[src/rtl/pe_pkg.sv]
// Shared Q2.13 definitions for the systolic PE: widths, the product slice rule
// and the controller state encoding.
package pe_pkg;

  localparam int DATA_W = 16;
  localparam int FRAC_W = 13;
  localparam int PROD_W = 2 * DATA_W;

  typedef logic signed [DATA_W-1:0] q_t;
  typedef logic signed [PROD_W-1:0] prod_t;

  typedef enum logic [2:0] {
    ST_IDLE,
    ST_MUL,
    ST_ADD,
    ST_OUT,
    ST_ARM
  } state_t;

  // Drop the 13 fraction bits and the top integer bits, keeping the sign:
  // truncates toward minus infinity and wraps on overflow.
  function automatic q_t q_slice(input prod_t p);
    return {p[PROD_W-1], p[FRAC_W+DATA_W-2:FRAC_W]};
  endfunction

endpackage

[src/rtl/pe_qmul.sv]
// Combinational signed Q2.13 multiply, returning the product already sliced
// back to Q2.13.
module pe_qmul
  import pe_pkg::*;
(
  input  logic signed [DATA_W-1:0] a,
  input  logic signed [DATA_W-1:0] b,
  output logic signed [DATA_W-1:0] q
);

  // Both operands are sign-extended to full product width before multiplying.
  assign q = q_slice(prod_t'(a) * prod_t'(b));

endmodule

[src/rtl/pe.sv]
// Multiply-accumulate processing element: O_OUT = D + X*W in Q2.13, with
// X forwarded to the right-hand neighbour one cycle later.
module pe
  import pe_pkg::*;
(
  input  logic                     I_CLK,
  input  logic                     I_RST,
  input  logic                     I_X_VLD,
  input  logic signed [DATA_W-1:0] I_X,
  input  logic                     I_W_VLD,
  input  logic signed [DATA_W-1:0] I_W,
  input  logic                     I_D_VLD,
  input  logic signed [DATA_W-1:0] I_D,
  output logic                     O_X_VLD,
  output logic signed [DATA_W-1:0] O_X,
  output logic                     O_MUL_DONE,
  output logic                     O_OUT_VLD,
  output logic signed [DATA_W-1:0] O_OUT
);

  state_t state_reg;
  state_t state_next;

  q_t   x_reg;
  q_t   w_reg;
  q_t   d_reg;
  q_t   p_reg;
  q_t   p_next;
  q_t   out_reg;
  q_t   ox_reg;
  logic ox_vld_reg;
  logic all_vld;
  logic mul_done;
  logic out_vld;

  assign all_vld = I_X_VLD & I_W_VLD & I_D_VLD;

  // The slice only looks at product bits, so registering the sliced value
  // is equivalent to registering the full product.
  pe_qmul u_qmul (
    .a (x_reg),
    .b (w_reg),
    .q (p_next)
  );

  always_ff @(posedge I_CLK) begin
    if (I_RST) begin
      state_reg <= ST_IDLE;
    end else begin
      state_reg <= state_next;
    end
  end

  always_comb begin
    state_next = state_reg;
    case (state_reg)
      ST_IDLE: if (all_vld) state_next = ST_MUL;
      ST_MUL:  state_next = ST_ADD;
      ST_ADD:  state_next = ST_OUT;
      ST_OUT:  state_next = ST_ARM;
      ST_ARM:  if (!all_vld) state_next = ST_IDLE;
      default: state_next = ST_IDLE;
    endcase
  end

  always_comb begin
    mul_done = 1'b0;
    out_vld  = 1'b0;
    case (state_reg)
      ST_ADD:  mul_done = 1'b1;
      ST_OUT:  out_vld  = 1'b1;
      default: ;
    endcase
  end

  always_ff @(posedge I_CLK) begin
    if (I_RST) begin
      x_reg      <= '0;
      w_reg      <= '0;
      d_reg      <= '0;
      p_reg      <= '0;
      out_reg    <= '0;
      ox_reg     <= '0;
      ox_vld_reg <= 1'b0;
    end else begin
      ox_reg     <= I_X;
      ox_vld_reg <= I_X_VLD;
      if (state_reg == ST_IDLE && all_vld) begin
        x_reg <= I_X;
        w_reg <= I_W;
        d_reg <= I_D;
      end
      if (state_reg == ST_MUL) begin
        p_reg <= p_next;
      end
      // Plain 16-bit add: overflow wraps rather than saturating.
      if (state_reg == ST_ADD) begin
        out_reg <= p_reg + d_reg;
      end
    end
  end

  assign O_X        = ox_reg;
  assign O_X_VLD    = ox_vld_reg;
  assign O_MUL_DONE = mul_done;
  assign O_OUT_VLD  = out_vld;
  assign O_OUT      = out_reg;

endmodule

[config.mk]
export PLATFORM = sky130hd
export DESIGN_NAME = pe
export DESIGN_NICKNAME = d
export VERILOG_FILES = /design/src/rtl/pe_pkg.sv /design/src/rtl/pe_qmul.sv /design/src/rtl/pe.sv
export SDC_FILE = /design/constraint.sdc
export NUM_CORES = 1
export LEC_CHECK = 0
export BUFFER_PORTS_ARGS = -buffer_cell sky130_fd_sc_hd__buf_2
export CAP_MARGIN = 20
export CORE_ASPECT_RATIO = 1.5
export CORE_MARGIN = 2
export CORE_UTILIZATION = 40
export CTS_CLUSTER_SIZE = 8
export DETAILED_ROUTE_END_ITERATION = 10
export PLACE_DENSITY = 0.67
export SLEW_MARGIN = 30
export SYNTH_ARGS = -nofsm -noshare
export SYNTH_HDL_FRONTEND = slang
export SYNTH_HIERARCHICAL = 1
export SYNTH_SLANG_ARGS = --single-unit
export TNS_END_PERCENT = 30
[constraint.sdc]
create_clock -name I_CLK -period 8.2 [get_ports I_CLK]
set_input_delay 0.82 -clock I_CLK [delete_from_list [all_inputs] [get_ports I_CLK]]
set_output_delay 0.82 -clock I_CLK [all_outputs]
set_load 0.01 [all_outputs]
==> results_dict.tcl, run 1 <==
set metrics [dict create \
    critical_path.most_common_cell "fa_1" \
    ant_nets 0 \
    max_slew_margin_pct 31.45 \
    cts_resized 0 \
    hold_viol 0 \
    path_clk_slew_ns 0.08 \
    drive_above_1_share_pct 7.552 \
    cts_tree "built" \
    io_pins 88 \
    io_buffers 87 \
    cts_buffers 9 \
    drv_slew 0 \
    synth_cells 1593 \
    layout_min_cycle_time_ns 6.583 \
    syn_area_per_cell_um2 8.734 \
    finalSetupViolations 0 \
    wirelength_um 34890 \
    place_area_um2 14700 \
    ctsLongestPathBuffers 2 \
    synthArstFlopShare_pct 0 \
    rsz0062_at_grt "false" \
    cp.required_ns 8.47 \
    first_pass_iters 5 \
    synth_flop_cell "dfxtp_1" \
    slowest_delay_ns 0.95 \
    viasPerCell 5.193 \
    core_area_um2 34270 \
    synth_area_um2 13910 \
    yosysWarnings 6 \
    final_cells 2067 \
    synth_top_area_share_pct 37.70 \
    start_util_pct 40.60 \
    rows 83 \
    timing.critical_path.cells "nand2_1 > fa_1 > inv_1 > fa_1 > fa_1 > fa_1 > fa_1 > fa_1 > ha_1 > a21oi_1 > o21ai_1 > o31ai_1 > a21oi_1 > a2111oi_2 > xnor2_1 > nand2_1 > a21oi_1" \
    worst_hold_path_type "reg -> reg" \
    dp_hpwl_um 27920 \
    dieWidth_um 156.3 \
    outcome "finished clean" \
    critPathMaxFanout 17 \
    postCtsSetupRepairBufs 0 \
    path_class "reg -> reg" \
    htreeDepth 3 \
    antenna_found_initial 0 \
    ys_types 65 \
    grt_max_degree 98 \
    synth_edf_count 0 \
    first_global_vias 11562 \
    finClkSkew_ns 0.008755 \
    insertedDiodeCount 0 \
    max_freq_mhz 151.9 \
    die-area_um2 36320 \
    final.fill_count 3376 \
    r2r_slack_ns 1.62 \
    drc 0 \
    vias 10734 \
    synth_top_cell_by_area "fa_1" \
    place_inst 2051 \
    root_buffer "clkbuf_16" \
    synth_area_leaders "fa_1 (38%), dfxtp_1 (14%), inv_1 (8.7%)" \
    tightest_slew_ns 1.027 \
    crit_path_start_kind "flip-flop" \
    wire_per_inst_um 16.88 \
    final_util_pct 43.84 \
    clk_latency_ns 0.35 \
    nets 2046 \
    grt_util_all_layers_pct 20.31 \
    drv_cap 0 \
    gp_congestion 0.9233 \
    seq_area_frac_synth_pct 14.39 \
    final_area_um2 15020 \
    grt_pass1_wl_um 58350 \
    fin_tns_setup_ns 0 \
    cts_hold_buf 0 \
    end_kind "flip-flop" \
    die_y_um 232.4 \
    cpMaxStageDelayCell "dfxtp_1" \
    syn_nets 2002 \
    overflow 0 \
    power.density_nw_per_um2 77.51 \
    vdd.ir_drop.worst_mv 0.1226 \
    drtIter0Drc 464 \
    crit_arrival_ns 6.85 \
    area_delta_synth_final_pct 7.977 \
    leakage_nw 7.415 \
    finalCritPeriodShare_pct 80.28 \
    clock_sinks 100 \
    synth-seq-cells 100 \
    power_w 0.001164 \
]
## placed cells by master, fill, tap and decap left out, types with 5 or more instances in the layout
cell	synthesis	routed
inv_1	324	324
nand2_1	291	291
fa_1	262	262
and2_1	120	120
dfxtp_1	100	100
a21oi_1	96	96
ha_1	94	94
buf_2	5	87
nor2_1	28	28
xnor2_1	23	23
nor2b_1	22	22
o21ai_0	15	15
nand3_1	13	13
a21o_1	13	13
o21a_1	9	9
nand4_1	9	9
nor3_1	9	9
clkbuf_16	0	9
buf_4	1	9
xor2_1	8	8
nand2b_1	7	7
nand3b_1	5	5
a31oi_1	5	5
o211ai_1	5	5
o21ai_1	5	5
## power by group
part           internal (W)  switching, W
sequential         0.000502     0.0000390
combinational     0.0000714      0.000110
clock              0.000221      0.000221
total              0.000794      0.000370
## kinds of logic after synthesis
kind of cell | Yosys count | synth area share [%]
AND/OR/NAND/NOR | 523 | 17.81
buffers and inverters | 389 | 10.76
adder cells (fa/ha/maj) | 356 | 46.15
AO/OA/AOI/OAI | 190 | 8.651
flip-flops | 100 | 14.39
XOR/XNOR | 31 | 1.951
multiplexers | 4 | 0.2878
## through the flow
step           hold slack [ns]  setup WS, ns
2_1_floorplan           0.4400         2.405
3_3_place_gp            0.4400         1.682
3_5_place_dp            0.4443         1.637
4_1_cts                 0.4535         1.597
5_1_grt                 0.4772         1.239
6_report                0.4496         1.617
## cell usage after synthesis, types with 3 or more instances
library cell,count
o21ai_1,5
xnor2_1,23
nand3b_1,5
clkbuf_1,55
nand2b_1,7
nor2_1,28
nor2b_1,22
nand4_1,9
nor3b_1,3
ha_1,94
xor2_1,8
mux2i_1,4
o21a_1,9
o31ai_1,4
nor3_1,9
nand3_1,13
a211oi_1,3
fa_1,262
a31oi_1,5
inv_1,324
buf_2,5
and2_1,120
dfxtp_1,100
o211ai_1,5
and3_1,4
a21o_1,13
a2111oi_0,4
nand2_1,291
a21oi_1,96
o21ai_0,15
## critical path, delay by kind of cell (launching register included)
kind            cells  cell delay (ns)
fa+ha+maj           7             3.58
flops               1             0.95
xor+xnor            1             0.15
simple gates        2             0.37
compound gates      6             1.31
buf+inv             1             0.13
## worst paths after layout
| check | startpoint | to | cells past startpoint |
|---|---|---|---|
| worst min register to register | O_OUT[4] | O_OUT[4] | 2 |
| worst min-delay path | O_OUT[4] | O_OUT[4] | 2 |
| worst max register to register | w_reg[7] | p_reg[15] | 17 |
| worst max-delay path | w_reg[7] | p_reg[15] | 17 |
## routing by layer
metal | vias to the layer above | global-route usage [%] | wire length [um]
met3 | 87 | 1.490 | 1131
li1 | 4944 | - | -
met4 | 0 | 7.970 | 1517
met1 | 5429 | 23.05 | 12900
met2 | 274 | 39.01 | 19340
met5 | - | 0 | 0
## cell type report
cell class	instances	area, um^2	area share (%)
repair buffers	97	514.2	3.423
multi-input cells	1104	10430	69.40
inverters	325	1232	8.204
clock buffers	9	225.2	1.499
clock inverters	7	91.34	0.6080
well taps	425	531.8	3.540
flip-flops and latches	100	2002	13.33
No activity file was read; power rests on OpenSTA's default activity.
==> run 2, diff against run 1 <==
--- a/config.mk
+++ b/config.mk
@@ -12,7 +12,7 @@
 export CORE_UTILIZATION = 40
 export CTS_CLUSTER_SIZE = 8
 export DETAILED_ROUTE_END_ITERATION = 10
-export PLACE_DENSITY = 0.67
+export PLACE_DENSITY = 0.7
 export SLEW_MARGIN = 30
 export SYNTH_ARGS = -nofsm -noshare
 export SYNTH_HDL_FRONTEND = slang
==> constraint.sdc (replaced) <==
create_clock -name I_CLK -period 5.5 [get_ports I_CLK]
set_input_delay 0.55 -clock I_CLK [delete_from_list [all_inputs] [get_ports I_CLK]]
set_output_delay 0.55 -clock I_CLK [all_outputs]
set_load 0.01 [all_outputs]
==> run 2 against run 1 <==
The run now ends with negative setup slack left. Via count is 6.5% higher. Worst hold slack worse by 0.028 ns. Design area is 12% higher. Sequential power is 44% higher. Clock skew is 0.0020 ns higher. Highest routed layer unchanged.
==> results_dict.tcl, run 2 (same netlist as run 1, synthesis figures left out) <==
set metrics [dict create \
    outcome "finished with violations" \
    violations "negative setup slack" \
    cp.required_ns 5.78 \
    final_cell_mix "inv_1 (311), nand2_1 (287), fa_1 (247)" \
    drive_above_1_share_pct 21.54 \
    cts_buffers 9 \
    critical_path.most_common_cell "fa_1" \
    cpMaxStageDelayCell "fa_1" \
    die_y_um 232.4 \
    path_class "reg -> reg" \
    grt_max_degree 60 \
    end_kind "flip-flop" \
    power.density_nw_per_um2 106.0 \
    drc 0 \
    critPathMaxFanout 6 \
    antenna_found_initial 0 \
    dieWidth_um 156.3 \
    max_slew_margin_pct 40.21 \
    clk_latency_ns 0.35 \
    rows 83 \
    reg2regPathDepth 21 \
    clock_sinks 100 \
    insertedDiodeCount 0 \
    regArea_um2 2069 \
    io_pins 88 \
    grt_pass1_wl_um 62880 \
    path_clk_slew_ns 0.08 \
    ant_nets 0 \
    drtIter0Drc 592 \
    crit_arrival_ns 6.01 \
    start_util_pct 40.60 \
    slowest_delay_ns 0.58 \
    root_buffer "clkbuf_16" \
    max_freq_mhz 174.5 \
    worstHoldPathCells 2 \
    cts_tree "built" \
    hold_viol 0 \
    finalCritPeriodShare_pct 104.2 \
    viasPerCell 5.136 \
    io_buffers 87 \
    vdd.ir_drop.worst_mv 0.1382 \
    tightest_slew_ns 0.8969 \
    fin_tns_setup_ns -2.036 \
    timing.critical_path.cells "buf_6 > and2_1 > fa_1 > inv_1 > fa_2 > fa_2 > fa_1 > inv_1 > fa_1 > fa_1 > ha_4 > a211oi_4 > buf_4 > a32oi_4 > a31oi_4 > buf_6 > nor3_2 > a2111oi_4 > xnor2_1 > nand2_1 > a21oi_2" \
    first_global_vias 12581 \
    gp_congestion 0.9326 \
    dp_hpwl_um 32240 \
    first_pass_iters 5 \
    crit_path_start_kind "flip-flop" \
    worst_hold_path_type "in -> reg" \
    hold_slack_ns 0.4213 \
    rsz0062_at_grt "true" \
    area_delta_synth_final_pct 20.94 \
    wire_per_inst_um 17.44 \
    grt_util_all_layers_pct 22.28 \
    ctsLongestPathBuffers 2 \
    core_area_um2 34270 \
    overflow 0 \
    setup_ws_ns -0.2302 \
    final.fill_count 3195 \
    htreeDepth 3 \
    vias 11432 \
    multi_input_area_um2 10810 \
    finClkSkew_ns 0.01078 \
    finalSetupViolations 15 \
    leakage_nw 8.315 \
    power_w 0.001784 \
    drv_slew 0 \
    final_common_cell "inv_1" \
    wirelength_um 38820 \
    die-area_um2 36320 \
    drv_cap 0 \
    nets 2205 \
    layout_min_cycle_time_ns 5.730 \
]
-- run 2: cell types whose count changed in the layout (fill, tap and decap cells not counted), sizes merged --
| cell | previous run | this run |
|---|---|---|
| buf | 97 | 256 |
| inv | 327 | 328 |
| clkinv | 5 | 3 |
| clkinvlp | 0 | 1 |
-- run 2: critical path: cells and delay by family, from the launching register on --
family          cells  cell delay, ns
fa+ha+maj           7            3.20
compound gates      5            1.06
buf+inv             5            0.55
flops               1            0.40
simple gates        3            0.27
xor+xnor            1            0.15
-- run 2: through the flow --
| stage | worst slack, ns | util, % | instances | instance area, um^2 |
|---|---|---|---|---|
| 3_3_place_gp | -0.3789 | 46.70 | 2189 | 16010 |
| 6_report | -0.2302 | 49.10 | 2226 | 16830 |
| 4_1_cts | -0.2165 | 48.70 | 2222 | 16690 |
| 5_1_grt | -0.4671 | 49.10 | 2226 | 16830 |
| 3_5_place_dp | -0.4456 | 46.70 | 2189 | 16010 |
| 2_1_floorplan | -0.006382 | - | 1593 | 14100 |
-- run 2: cell type report --
| class | count | area share (%) |
|---|---|---|
| multi-input combinational | 1104 | 64.24 |
| sequential | 100 | 12.30 |
| timing repair buffer | 256 | 11.25 |
| inverter | 325 | 7.324 |
| tap | 425 | 3.160 |
| clock buffer | 9 | 1.338 |
| clock inverter | 7 | 0.3941 |
-- run 2: worst paths after layout --
kind,startpoint,to,slack (ns)
hold reg to reg,O_OUT[5],O_OUT[5],0.46
setup / recovery,x_reg[5],p_reg[15],-0.23
hold / removal,I_X_VLD,O_X_VLD,0.42
setup reg to reg,x_reg[5],p_reg[15],-0.23
-- run 2: metal layers --
metal | vias to the layer above | wire [um] | GRT usage [%]
met2 | 282 | 21560 | 43.24
met3 | 144 | 977 | 1.434
met5 | - | 0 | 0
met4 | 0 | 3033 | 14.25
li1 | 5268 | - | -
met1 | 5738 | 13250 | 22.70
-- run 2: timing repair --
item	4_1_cts	5_1_grt
hold endpoints to repair	0	0
endpoints found under the setup margin	15	16
resized for setup	92	37
hold buffers	0	0
pin swaps	61	37
buffers inserted	18	7
-- run 2: power breakdown --
group | switching, W | leakage, nW | internal [W] | total (W)
Clock | 0.000309 | 0.142 | 0.000318 | 0.000628
Sequential | 0.0000322 | 0.830 | 0.000745 | 0.000777
Combinational | 0.000216 | 7.34 | 0.000163 | 0.000379
